### config.mk
export PLATFORM = sky130hd
export DESIGN_NAME = apb_master_ctrl
export DESIGN_NICKNAME = d
export VERILOG_FILES = /design/src/rtl/apb_master_ctrl_pkg.sv /design/src/rtl/apb_master_ctrl_addr_decoder.sv /design/src/rtl/apb_master_ctrl.sv
export SDC_FILE = /design/constraint.sdc
export NUM_CORES = 1
export LEC_CHECK = 0
export ABC_CLOCK_PERIOD_IN_PS = 3200
export BUFFER_PORTS_ARGS = -buffer_cell sky130_fd_sc_hd__buf_2
export CAP_MARGIN = 20
export CORE_AREA = 2 2 120 122
export DETAILED_ROUTE_END_ITERATION = 8
export DIE_AREA = 0 0 122 124
export GPL_TIMING_DRIVEN = 0
export PLACE_DENSITY = 0.61
export SYNTH_ARGS = -nofsm -noshare
export SYNTH_HDL_FRONTEND = slang
export SYNTH_HIERARCHICAL = 1
export SYNTH_SLANG_ARGS = --single-unit
### constraint.sdc
create_clock -name pclk -period 3.2 [get_ports pclk]
set_clock_uncertainty 0.2 [all_clocks]
set_input_delay 0.48 -clock pclk [delete_from_list [all_inputs] [get_ports pclk]]
set_output_delay 0.48 -clock pclk [all_outputs]
set_load 0.03 [all_outputs]
### src/rtl/apb_master_ctrl_pkg.sv
// Shared types and sizing for the APB master controller.
// Slave regions are 12 KB windows on a 14 KB stride.
package apb_master_ctrl_pkg;

  localparam int NO_OF_SLAVES      = 16;
  localparam int ADDRESS_WIDTH     = 32;
  localparam int DATA_WIDTH        = 8;
  localparam int SLAVE_MEMORY_SIZE = 12;
  localparam int SLAVE_MEMORY_GAP  = 2;

  typedef enum logic [2:0] {
    PROT_NORMAL      = 3'b000,
    PROT_PRIVILEGED  = 3'b001,
    PROT_NONSECURE   = 3'b010,
    PROT_PRIV_NSEC   = 3'b011,
    PROT_INSTR       = 3'b100,
    PROT_PRIV_INSTR  = 3'b101,
    PROT_NSEC_INSTR  = 3'b110,
    PROT_ALL         = 3'b111
  } protection_type_e;

  typedef enum logic [1:0] {
    IDLE   = 2'b00,
    SETUP  = 2'b01,
    ACCESS = 2'b10,
    RESP   = 2'b11
  } apb_master_state_e;

endpackage

### src/rtl/apb_master_ctrl_addr_decoder.sv
// Combinational address decode: one-hot slave select plus hit flag.
// Gap bytes between windows and addresses past the last slave miss.
module apb_addr_decoder
  import apb_master_ctrl_pkg::*;
#(
  parameter int N_SLV  = NO_OF_SLAVES,
  parameter int ADDR_W = ADDRESS_WIDTH
) (
  input  logic [ADDR_W-1:0] addr,
  output logic [N_SLV-1:0]  sel,
  output logic              hit
);

  localparam logic [63:0] STRIDE =
    64'((SLAVE_MEMORY_SIZE + SLAVE_MEMORY_GAP) * 1024);
  localparam logic [63:0] WIN = 64'(SLAVE_MEMORY_SIZE * 1024);

  logic [63:0] w_addr;
  logic [63:0] w_base;

  always_comb begin
    sel    = '0;
    w_addr = 64'(addr);
    w_base = '0;
    for (int i = 0; i < N_SLV; i++) begin
      w_base = STRIDE * 64'(unsigned'(i));
      if (w_addr >= w_base && w_addr < w_base + WIN)
        sel[i] = 1'b1;
    end
    hit = |sel;
  end

endmodule

### src/rtl/apb_master_ctrl.sv
// APB master: request/response front end driving a decoded APB bus
// with wait-state counting and an ACCESS-phase timeout.
module apb_master_ctrl
  import apb_master_ctrl_pkg::*;
#(
  parameter int NO_OF_SLAVES   = apb_master_ctrl_pkg::NO_OF_SLAVES,
  parameter int ADDRESS_WIDTH  = apb_master_ctrl_pkg::ADDRESS_WIDTH,
  parameter int DATA_WIDTH     = apb_master_ctrl_pkg::DATA_WIDTH,
  parameter int TIMEOUT_CYCLES = 16
) (
  input  logic                      pclk,
  input  logic                      preset_n,
  input  logic                      req_valid,
  output logic                      req_ready,
  input  logic                      req_write,
  input  logic [ADDRESS_WIDTH-1:0]  req_addr,
  input  logic [DATA_WIDTH-1:0]     req_wdata,
  input  logic [DATA_WIDTH/8-1:0]   req_strb,
  input  logic [2:0]                req_prot,
  output logic                      rsp_valid,
  input  logic                      rsp_ready,
  output logic [DATA_WIDTH-1:0]     rsp_rdata,
  output logic                      rsp_slverr,
  output logic                      rsp_timeout,
  output logic [7:0]                rsp_wait_states,
  output logic [ADDRESS_WIDTH-1:0]  paddr,
  output logic [NO_OF_SLAVES-1:0]   pselx,
  output logic                      penable,
  output logic                      pwrite,
  output logic [DATA_WIDTH-1:0]     pwdata,
  output logic [DATA_WIDTH/8-1:0]   pstrb,
  output logic [2:0]                pprot,
  input  logic [DATA_WIDTH-1:0]     prdata,
  input  logic                      pready,
  input  logic                      pslverr
);

  localparam logic [7:0] TO_LAST = 8'(TIMEOUT_CYCLES - 1);

  apb_master_state_e r_state, w_state_nxt;

  logic [NO_OF_SLAVES-1:0]  w_sel;
  logic                     w_hit;
  logic                     w_accept;
  logic                     w_expire;

  logic [NO_OF_SLAVES-1:0]  r_sel;
  logic [ADDRESS_WIDTH-1:0] r_addr;
  logic                     r_write;
  logic [DATA_WIDTH-1:0]    r_wdata;
  logic [DATA_WIDTH/8-1:0]  r_strb;
  protection_type_e         r_prot;
  logic [DATA_WIDTH-1:0]    r_rdata;
  logic                     r_slverr;
  logic                     r_timeout;
  logic [7:0]               r_wait;

  apb_addr_decoder #(
    .N_SLV  (NO_OF_SLAVES),
    .ADDR_W (ADDRESS_WIDTH)
  ) u_dec (
    .addr (req_addr),
    .sel  (w_sel),
    .hit  (w_hit)
  );

  assign req_ready = (r_state == IDLE) & preset_n;
  assign w_accept  = req_valid & req_ready;
  assign w_expire  = ~pready & (r_wait == TO_LAST);

  always_ff @(posedge pclk) begin
    if (!preset_n) r_state <= IDLE;
    else           r_state <= w_state_nxt;
  end

  always_comb begin
    w_state_nxt = r_state;
    unique case (r_state)
      IDLE:   if (w_accept) w_state_nxt = w_hit ? SETUP : RESP;
      SETUP:  w_state_nxt = ACCESS;
      ACCESS: if (pready || w_expire) w_state_nxt = RESP;
      RESP:   if (rsp_ready) w_state_nxt = IDLE;
      default: w_state_nxt = IDLE;
    endcase
  end

  always_ff @(posedge pclk) begin
    if (!preset_n) begin
      r_sel     <= '0;
      r_addr    <= '0;
      r_write   <= 1'b0;
      r_wdata   <= '0;
      r_strb    <= '0;
      r_prot    <= PROT_NORMAL;
      r_rdata   <= '0;
      r_slverr  <= 1'b0;
      r_timeout <= 1'b0;
      r_wait    <= '0;
    end else begin
      unique case (r_state)
        IDLE: begin
          if (w_accept) begin
            r_rdata   <= '0;
            r_timeout <= 1'b0;
            r_wait    <= '0;
            r_slverr  <= ~w_hit;
            if (w_hit) begin
              r_sel   <= w_sel;
              r_addr  <= req_addr;
              r_write <= req_write;
              r_wdata <= req_write ? req_wdata : '0;
              r_strb  <= req_write ? req_strb : '0;
              r_prot  <= protection_type_e'(req_prot);
            end
          end
        end
        ACCESS: begin
          if (pready) begin
            r_rdata  <= r_write ? '0 : prdata;
            r_slverr <= pslverr;
          end else begin
            if (r_wait != 8'hFF) r_wait <= r_wait + 8'd1;
            if (w_expire) begin
              r_timeout <= 1'b1;
              r_slverr  <= 1'b1;
            end
          end
        end
        default: ;
      endcase
    end
  end

  // Bus strobes come straight from state so reset drops them at once.
  assign pselx   = (r_state == SETUP || r_state == ACCESS) ? r_sel : '0;
  assign penable = (r_state == ACCESS);
  assign paddr   = r_addr;
  assign pwrite  = r_write;
  assign pwdata  = r_wdata;
  assign pstrb   = r_strb;
  assign pprot   = r_prot;

  assign rsp_valid       = (r_state == RESP);
  assign rsp_rdata       = r_rdata;
  assign rsp_slverr      = r_slverr;
  assign rsp_timeout     = r_timeout;
  assign rsp_wait_states = r_wait;

endmodule
# ---- Word-level counts from Yosys, hierarchy flattened
# Cells that the tools add are included.
dict set report word_totals {
  ff_bits 81
  latchBits 0
  ram_bits 0
  mem_bits_ro 0
  inputBits 59
  output_inout_bits 82
  n_memories 0
}
dict set report op_classes {
  add_sub_neg 1
  n_mul 0
  n_div 0
  n_lt_le_gt_ge 31
  n_eq_ne 13
  shift 0
  n_mux 38
  bitwise 5
  reduce_logical 26
}
# operator count
set op_table {}
lappend op_table {{32-bit by 18-bit < comparator with 1-bit output, second input constant} 7}
lappend op_table {{32-bit by 18-bit greater-or-equal comparator with 1-bit output, second input constant} 6}
lappend op_table {{32-bit by 17-bit greater-or-equal comparator with 1-bit output, second input constant} 5}
lappend op_table {{32-bit by 17-bit < comparator with 1-bit output, second input constant} 5}
lappend op_table {{32-bit by 16-bit greater-or-equal comparator with 1-bit output, second input constant} 2}
lappend op_table {{32-bit by 16-bit < comparator with 1-bit output, second input constant} 2}
lappend op_table {{8-bit 2-to-1 mux} 6}
lappend op_table {{32-bit by 14-bit greater-or-equal comparator with 1-bit output, second input constant} 1}
lappend op_table {{32-bit by 15-bit greater-or-equal comparator with 1-bit output, second input constant} 1}
lappend op_table {{32-bit by 14-bit < comparator with 1-bit output, second input constant} 1}
lappend op_table {{32-bit by 15-bit < comparator with 1-bit output, second input constant} 1}
lappend op_table {{8-bit one-hot mux with 2 select lines} 2}
lappend op_table {{1-bit 2-to-1 mux} 22}
lappend op_table {{16-bit 2-to-1 mux} 1}
lappend op_table {{16-bit OR reduction} 1}
lappend op_table {{1-bit logical AND} 15}
lappend op_table {{3-bit AND reduction} 4}
lappend op_table {{2-bit by 1-bit != test with 1-bit output, second input constant} 5}
lappend op_table {{8-bit by 1-bit adder with 8-bit output, second input constant} 1}
lappend op_table {{8-bit by 4-bit equality test with 1-bit output, second input constant} 1}
lappend op_table {{2-bit 2-to-1 mux} 4}
lappend op_table {{8-bit != test, second input constant} 1}
lappend op_table {{2-bit one-hot mux with 4 select lines} 1}
lappend op_table {{4-bit AND reduction} 2}
lappend op_table {{other kinds (10)} 17}

# ---- Logic depth before layout (Yosys ltp)
dict set report logic_depth {
  ltp_word 7
  depth_mapped 13
  depth_no_buf 10
}

# ---- Hierarchy
# The synthesis kept the hierarchy.
# mod instances cells_per_inst area_per_inst_um2
set modules_own_cells {}
lappend modules_own_cells {apb_master_ctrl 1 406 3400.8}
lappend modules_own_cells {apb_addr_decoder 1 102 639.4}

# ---- Worst setup path after synthesis
# Ideal clock, no wire load.
dict set report synth_timing {
  path_type {in2reg}
  from {in req_addr[11]}
  to {reg r_write (netlist: pwrite)}
  arrival_time_ns 2.519
  t_required_ns 2.924
  setup_slack_ns 0.405
  path_stages 11
  n_path_buf 2
  path_cell_list {buf_6 > or2_1 > a221oi_2 > o22ai_1 > a221oi_2 > a41oi_1 > or3_1 > nand4_1 > clkbuf_1 > nand2_1 > a21boi_0}
}
dict set report synth_between {
  elab_chain_cells 5
  word_cells_on_any_way 64
}
# element line
set synth_lines {}
lappend synth_lines {{from (decl)} apb_master_ctrl.sv:16} ;# input logic [ADDRESS_WIDTH-1:0] req_addr,
lappend synth_lines {{32-bit by 14-bit greater-or-equal comparator with 1-bit output, or another cell as far along} apb_master_ctrl_addr_decoder.sv:27} ;# if (w_addr >= w_base && w_addr < w_base + WIN)
lappend synth_lines {{1-bit logical AND} apb_master_ctrl_addr_decoder.sv:27}
lappend synth_lines {{1-bit 2-to-1 mux} apb_master_ctrl_addr_decoder.sv:27}
lappend synth_lines {{16-bit OR reduction (*)} apb_master_ctrl_addr_decoder.sv:30} ;# hit = |sel;
lappend synth_lines {{via w_hit} apb_master_ctrl.sv:43} ;# logic w_hit;
lappend synth_lines {{3-bit AND reduction (no line) (*)} -}
lappend synth_lines {{to (signal assigned)} apb_master_ctrl.sv:110} ;# r_write <= req_write;
lappend synth_lines {{to (decl)} apb_master_ctrl.sv:49} ;# logic r_write;
# The timed path passes the listed nets; every way through them passes the cells marked *.
# A chain may end at the register's enable or synchronous reset.

# ---- Worst setup path after layout
dict set report layout_timing {
  from {in req_addr[16]}
  to {reg r_strb (netlist: pstrb)}
}
dict set report layout_between {
  elab_chain_cells 5
  word_cells_on_any_way 64
}
# element line
set layout_lines {}
lappend layout_lines {{32-bit by 14-bit greater-or-equal comparator with 1-bit output, or another cell as far along} apb_master_ctrl_addr_decoder.sv:27}
lappend layout_lines {{1-bit logical AND} apb_master_ctrl_addr_decoder.sv:27}
lappend layout_lines {{1-bit 2-to-1 mux} apb_master_ctrl_addr_decoder.sv:27}
lappend layout_lines {{16-bit OR reduction (*)} apb_master_ctrl_addr_decoder.sv:30}
lappend layout_lines {{via w_hit} apb_master_ctrl.sv:43}
lappend layout_lines {{3-bit AND reduction (no line) (*)} -}
lappend layout_lines {{to (signal assigned)} apb_master_ctrl.sv:112} ;# r_strb <= req_write ? req_strb : '0;
lappend layout_lines {{to (decl)} apb_master_ctrl.sv:51} ;# logic [DATA_WIDTH/8-1:0] r_strb;
# Marked as above.

==> run metrics <==
top routing layer in use=met4; first-pass GRT wire length=18700 um; row cnt=43; DR WL met3=889 um; Critical Path End Type=flip-flop; Worst-Margin Slew=roughly 680 ps; routed wl met2=5140 um; number of remaining DRC errors=0; power per standard cell area=524 nW/um^2; Slowest cell on crit path=or4b_2; Synth Warn #=6; share of layout cells above drive strength 1=28.7%; CP max stage delay=700 ps; first drt pass iteration count=4; Pleak=2.18 nW; Layout area overhead=31.3%; Core Region=around 14000 um^2; Data required, critical path=3270 ps; # clock sinks=81; Initial Util=29.4%; CTS buffer count=9; Worst-Skew Late Latency=around 340 ps; maximum clock frequency=between 300 and 400 MHz; synthesized instance count=508; vias in the first global route=3668; Hold Path Class=in2reg; WL/cell=13.9 um; synthesized cell area=approximately 4000 um^2; Final Critical Period=2940 ps; # hold bufs at CTS=0; Final ANT Viol Nets=0; Post-Syn Nets=~570; Top cell by count, worst path=buf_2; IO Port Bufs=139; IO Pins=141; via/cell ratio=4.72; #FFs+latches synth=between 80 and 90; CP Max Fanout=10; slew margin rel.=a little over half; pre-CTS WS=-421 ps; Max-Cap Viols=0; Critical Path AT=3010 ps; CTS Buffer Depth=2; asr flop ratio synth=0%; critical setup path kind=in2reg; Seq/Total Area, Yosys=40.1%; final-report max-slew violation count=0; leading cell type in the layout, fill and taps excluded=buf_2; final hold vios=0; Die Ht=124 um; Critical Path Start Type=primary input; H-tree levels=3; die outline width=122 um; most frequent cells in the layout=150 x buf_2, 140 x nand2_1, 81 x dfxtp_1, 66 x a21boi_0, 22 x nand3_1; Root Buffer=clkbuf_16; RSZ-0062 raised after global routing=false; TritonCTS clock tree=yes; worst vdd ir=0.386 mV; DP HPWL=8770 um; Syn Area/Cell=7.95 um^2; final setup fails=0; DRT Wirelength=11700 um; Tot GR Track Use=15.7%; nets@finish=roughly 720; Metal-1 WL=5600 um; critical-path cell list=buf_2 > clkbuf_1 > or4b_2 > o31ai_1 > a221oi_2 > a41oi_1 > or3_1 > nand2_1 > nor2_4 > buf_2 > nand3_1 > a21boi_0; total die area=15100 um^2; GP Congestion=0.863; total grt overflow=0; Post-synth EDFFs=0; pin count of the biggest net entering global routing=14; antenna fix cells=0; via count=roughly 4000; Reg clk slew, reported paths=60 ps; status=complete, no violations; Most used DFF post-synth=dfxtp_1; initial antenna violation count=0; Initial DRC Count=about 200; final core occ=38.7%; worst setup margin=approximately 260 ps; post-synth cell types=61; crit share post-route=91.9%
flip-flops by register name, summed over array words and instances (netlist names):
name	flops
paddr	32
pprot	3
pstrb	1
pwdata	8
pwrite	1
r_sel	16
r_state	2
rsp_rdata	8
rsp_slverr	1
rsp_timeout	1
rsp_wait_states	8
kinds of logic (layout without fill, tap and decap cells):
| family | after synthesis | in the layout | synth area share (%) |
|---|---|---|---|
| AO/OA/AOI/OAI | 118 | 118 | 22.5 |
| adder cells (fa/ha/maj) | 5 | 5 | 1.55 |
| flip-flops | 81 | 81 | 40.1 |
| XOR/XNOR | 4 | 4 | 0.867 |
| multiplexers | 2 | 2 | 0.496 |
| AND/OR/NAND/NOR | 253 | 253 | 29.4 |
| buffers and inverters | 45 | 202 | 5.08 |
synthesized netlist by cell type, drive strengths merged (5+ instances only):
master | number | share of area [%]
nor2 | 18 | 1.7
clkbuf | 19 | 1.8
a21boi | 70 | 13
nor4 | 6 | 1.3
nand2 | 141 | 13
o21ai | 6 | 0.74
ha | 5 | 1.5
nand3 | 22 | 2.7
buf | 18 | 2.6
nor3 | 14 | 1.9
dfxtp | 81 | 40
a21oi | 9 | 1.2
nand2b | 7 | 1.1
inv | 8 | 0.74
and2 | 19 | 2.9
layout make-up:
| class | count | area (um^2) |
|---|---|---|
| repair buffers | 141 | 711 |
| clock inverters | 5 | 80.1 |
| flip-flops and latches | 81 | 1620 |
| fillers | 1462 | 8420 |
| plain buffers | 37 | 183 |
| multi-input cells | 382 | 2220 |
| clock buffers | 11 | 233 |
| inverters | 8 | 30.0 |
| well taps | 180 | 225 |
per-stage QoR:
step	instances	total power [mW]	hold slack, ps	area [um^2]	setup TNS [ps]
2_1_floorplan	508	1.52	239	4040	0
3_3_place_gp	827	1.70	240	4960	-21890
3_5_place_dp	827	1.70	245	4960	-22730
4_1_cts	843	2.82	164	5280	0
5_1_grt	845	2.92	179	5300	0
6_report	845	2.78	179	5300	0
path summary, 6_finish.rpt:
kind                            slack, ps                  to         start  depth (start not counted)
worst max-delay path                  260               pstrb  req_addr[16]                         12
worst min-delay path                  180            paddr[0]   req_addr[0]                          3
worst max register to register       1050  rsp_wait_states[7]    r_state[0]                          6
worst min register to register        250        rsp_rdata[7]  rsp_rdata[7]                          2
routing by layer:
layer	global-route usage, %	vias to the layer above
met3	6.14	10
li1	-	2044
met1	21.3	1811
met2	23.5	122
met4	3.52	0
met5	0	-
worst max-delay path, delay by kind of cell:
| kind | cells | cell delay [ps] |
|---|---|---|
| AND/OR/NAND/NOR | 5 | 1350 |
| buffers and inverters | 3 | 570 |
| AO/OA/AOI/OAI | 4 | 590 |
report_power, final:
part / leakage, nW / switching, mW / internal, mW
sequential: 0.653 / 0.0215 / 1.04
clock: 0.146 / 0.422 / 0.683
combinational: 1.38 / 0.400 / 0.217
total: 2.18 / 0.844 / 1.94
what timing repair did:
action / in CTS / in global routing
pin swaps: 0 / 1
gates resized for setup: 2 / 12
setup buffers: 0 / 2
setup endpoints to repair: 41 / 61
No activity file was read; power rests on OpenSTA's default activity.
